**src/rtl/seg7_display_driver.sv**
```systemverilog
// Dual-digit 7-segment driver: latches a display byte, multiplexes its two hex
// digits with a dark guard window at each digit switch, and dims via 16-step PWM.
module seg7_display_driver #(
    parameter int unsigned REFRESH_DIV    = 12000,
    parameter int unsigned GUARD          = 16,
    parameter bit          SEG_ACTIVE_LOW = 1'b1
) (
    input  logic       clk,
    input  logic       reset_i,
    input  logic [7:0] value_i,
    input  logic       we_i,
    input  logic [3:0] brightness_i,
    input  logic       blank_i,
    output logic [6:0] seg_o,
    output logic       digit_sel_o
);

    localparam int unsigned CW = $clog2(REFRESH_DIV);
    localparam logic [6:0] SEG_OFF = SEG_ACTIVE_LOW ? 7'h7F : 7'h00;

    logic [7:0]    value_q,      value_d;
    logic [CW-1:0] refreshCnt_q, refreshCnt_d;
    logic [3:0]    pwmCnt_q,     pwmCnt_d;
    logic          digitSel_q,   digitSel_d;
    logic [6:0]    seg_q,        seg_d;
    logic [3:0]    nibble;
    logic          segEnable;

    // Hex digit to active-high {g,f,e,d,c,b,a} pattern.
    function automatic logic [6:0] encode(input logic [3:0] n);
        logic [6:0] p;
        case (n)
            4'h0: p = 7'h3F;
            4'h1: p = 7'h06;
            4'h2: p = 7'h5B;
            4'h3: p = 7'h4F;
            4'h4: p = 7'h66;
            4'h5: p = 7'h6D;
            4'h6: p = 7'h7D;
            4'h7: p = 7'h07;
            4'h8: p = 7'h7F;
            4'h9: p = 7'h6F;
            4'hA: p = 7'h77;
            4'hB: p = 7'h7C;
            4'hC: p = 7'h39;
            4'hD: p = 7'h5E;
            4'hE: p = 7'h79;
            default: p = 7'h71;
        endcase
        return p;
    endfunction

    // Next-state: counters, digit toggle on slot wrap, and the segment pattern,
    // which is gated by the post-edge counter values so seg_o and digit_sel_o agree.
    always_comb begin
        value_d      = we_i ? value_i : value_q;
        pwmCnt_d     = pwmCnt_q + 4'd1;
        refreshCnt_d = refreshCnt_q + {{(CW-1){1'b0}}, 1'b1};
        digitSel_d   = digitSel_q;
        if (refreshCnt_q == CW'(REFRESH_DIV - 1)) begin
            refreshCnt_d = '0;
            digitSel_d   = ~digitSel_q;
        end
        nibble    = digitSel_d ? value_q[7:4] : value_q[3:0];
        segEnable = !blank_i && (refreshCnt_d >= CW'(GUARD)) && (pwmCnt_d <= brightness_i);
        seg_d     = SEG_OFF;
        if (segEnable) begin
            seg_d = SEG_ACTIVE_LOW ? ~encode(nibble) : encode(nibble);
        end
    end

    // State register; reset restarts the low-digit slot and clears the held byte.
    always_ff @(posedge clk) begin
        if (reset_i) begin
            value_q      <= 8'h00;
            refreshCnt_q <= '0;
            pwmCnt_q     <= 4'd0;
            digitSel_q   <= 1'b0;
            seg_q        <= SEG_OFF;
        end else begin
            value_q      <= value_d;
            refreshCnt_q <= refreshCnt_d;
            pwmCnt_q     <= pwmCnt_d;
            digitSel_q   <= digitSel_d;
            seg_q        <= seg_d;
        end
    end

    assign seg_o       = seg_q;
    assign digit_sel_o = digitSel_q;

endmodule
```
**config.mk**
```make
export PLATFORM = sky130hd
export DESIGN_NAME = seg7_display_driver
export DESIGN_NICKNAME = d
export VERILOG_FILES = /design/src/rtl/seg7_display_driver.sv
export SDC_FILE = /design/constraint.sdc
export NUM_CORES = 1
export LEC_CHECK = 0
export ABC_AREA = 0
export CORE_ASPECT_RATIO = 0.75
export CORE_MARGIN = 1.5
export CORE_UTILIZATION = 35
export DETAILED_ROUTE_END_ITERATION = 8
export GPL_ROUTABILITY_DRIVEN = 0
export PLACE_DENSITY = 0.57
export SKIP_CTS_REPAIR_TIMING = 1
export SYNTH_ARGS = -nofsm -noshare
export SYNTH_HDL_FRONTEND = slang
export SYNTH_SLANG_ARGS = --single-unit
```
**constraint.sdc**
```tcl
create_clock -name clk -period 6.4 [get_ports clk]
set_input_delay 0.96 -clock clk [delete_from_list [all_inputs] [get_ports clk]]
set_output_delay 0.96 -clock clk [all_outputs]
set_load 0.1 [all_outputs]
```
==> qor.yml <==
cells_and_area:
  instances_no_fill: 310
  finalNetCount: 264
  areaGrowthSynthToFinish_pct: 16.9
  drive_gt1_frac: 0.0851
  antenna_cells: 0
placement:
  place_inst: 303
  dpl.hpwl_mm: 2.89
  portBuffers: 23
clock_tree:
  cts_tree: "yes"
  cts_buffers: 5
  h-tree-depth: 2
  clk_latency_ns: 0.28
  clkTransAtPathRegs_ns: 0.06
  clockRootBuffer: "clkbuf_8"
  cts.sinks: 34
  clk_path_buf_depth: 2
die:
  initial_core_util: 0.367
  die_x_um: 89.8
  num_rows: 23
  die_area_um2: 6110
  io_pins: 24
  core_area_um2: 5380
  die_height_um: 68.1
drt:
  wl_mm: 3.89
  vias: 1528
  drt_pass1_iterations: 4
  drt_iter0_drc: 99
  drc: 0
  postRouteAntennaNets: 0
  wire_per_inst_um: 12.5
  avgViaCountPerCell: 4.93
worst_setup_path:
  end_kind: "flip-flop"
  rrSetupSlack_ns: 3.46
  arrival_ns: 3.07
  required_ns: 6.53
  worstSetupStartpointType: "flip-flop"
  worstPathMaxFanout: 13
  crit_type: "reg2reg"
yosys:
  synth-main-ff-cell: "dfxtp_1"
  synth.yosys.seq_area_share: 0.344
  synth_cell_types: 54
  synth_area_per_cell_um2: 9.03
  synth-edff-count: 0
  syn_inst: 219
  synth_fp_nets: 248
  syn_area_um2: 1980
  ys.warnings.count: 0
  synth_seq_cells: 34
  async_flop_share: 0
sta:
  clock_skew_ns: 0.00811
  slew_headroom: 0.353
  finalSetupViolCount: 0
  final-max-slew-violation-count: 0
  tightestPinTransition_ns: 0.968
  post-route-period-util: 0.459
  rsz0062_at_grt: "no"
  finalCriticalPeriod_ns: 2.94
  fmax_ghz: 0.340
  tns_ns: 0
  hold_violations: 0
power_and_ir_drop:
  peakVddDrop_v: 0.0000996
  pwr_density_cell_nw_per_um2: 184
  p_total_uw: 425
  p_leak_nw: 0.871
outcome:
  status: "complete, no violations"
global_routing:
  track_usage: 0.140
  grt_overflow: 0
  grt_pass1_vias: 1365
  grt_pass1_wl_mm: 6.76
  antenna_found_initial: 0
  grt_max_degree: 22
job:
  cap_viol_max_count: 0
min_path:
  hold_class: "reg2reg"
[registers in the layout, indices dropped and copies added, names as in the netlist]
register      flops
value_q           8
digit_sel_o       1
seg_o             7
pwmCnt_q          4
refreshCnt_q     14
[report_power, final]
| part | total (mW) | internal [mW] | switching (mW) |
|---|---|---|---|
| clock network | 0.149 | 0.0749 | 0.0736 |
| logic | 0.0495 | 0.0265 | 0.0230 |
| registers | 0.227 | 0.218 | 0.00944 |
[logic make-up (layout without fill, tap and decap cells)]
kind of cell,count (synthesis),after routing,share of synthesized area
xor gates and xnor gates,18,18,0.0930
buffers and inverters,19,35,0.0430
adders and majority gates,13,13,0.0823
and+or+nand+nor,98,98,0.276
AOI/OAI and AO/OA,26,26,0.0968
DFF,34,34,0.344
muxes,11,11,0.0646
[critical path: stages (launching register included)]
cell	delay, ns
dfxtp_1	0.39
ha_1	0.25
and4_1	0.35
nand4_4	0.21
xor2_2	0.61
nand2_1	0.09
and2_1	0.22
ha_1	0.24
a221oi_2	0.31
nand3_1	0.12
[path summary, 6_finish.rpt]
check	startpoint	end	depth (start not counted)
worst min register to register	pwmCnt_q[0]	pwmCnt_q[0]	1
worst min-delay path	pwmCnt_q[0]	pwmCnt_q[0]	1
worst max-delay path	refreshCnt_q[0]	seg_o[6]	9
worst max register to register	refreshCnt_q[0]	seg_o[6]	9
[final cells by class]
type / count / area [µm²]
multi-input combinational: 166 / 1210
timing repair buffer: 23 / 230
clock buffer: 7 / 76.3
tap: 75 / 93.8
fill: 557 / 3070
inverter: 5 / 18.8
sequential: 34 / 681
[metal layers]
metal	track usage	part of all wire
met5	0	0
met4	0.0476	0.0069
met3	0.0378	0.070
met2	0.193	0.37
met1	0.206	0.55
[metrics by stage]
stage | hold WS (ns) | util | instance area [µm²] | setup WS (ns)
floorplan | 0.433 | - | 1980 | 3.83
global placement | 0.460 | 0.415 | 2230 | 3.42
detailed placement | 0.460 | 0.415 | 2230 | 3.36
CTS | 0.477 | 0.429 | 2310 | 3.44
global route | 0.515 | 0.429 | 2310 | 3.15
finish | 0.470 | 0.429 | 2310 | 3.46
[cells in the final DEF (no fill, tap or decap), drive strengths merged, types with 3 or more instances in the layout]
master and instances:
inv 5, xnor2 10, a21oi 4, nor3 7, nor2b 5, xor2 8
clkdlybuf4s50 23, nor3b 3, nand3 12, nand2b 3, o311ai 3, o21ai 4
clkbuf 7, nand2 10, ha 13, mux2i 10, dfxtp 34, nor4 3
nor2 36, and2 3, nand4 8
[cell usage after synthesis (2+ instances only)]
master	number	area, µm²
and2_1	3	18.8
mux2i_1	8	80.1
a31oi_1	2	12.5
dfxtp_1	34	681
xnor2_1	9	78.8
nor2_1	34	128
inv_1	5	18.8
o21ai_0	4	20.0
nor2b_1	5	31.3
nor3_1	7	35.0
buf_1	2	7.51
nand4_1	7	43.8
xor2_1	7	61.3
nand3_1	12	60.1
and3_1	2	12.5
clkbuf_1	6	22.5
nor3b_1	3	22.5
nand2b_1	3	18.8
o311ai_1	2	17.5
nand2_1	10	37.5
ha_1	13	163
nor2_2	2	12.5
buf_2	4	20.0
o211ai_1	2	15.0
a21oi_1	4	20.0
(Power assumes the default switching activity.)
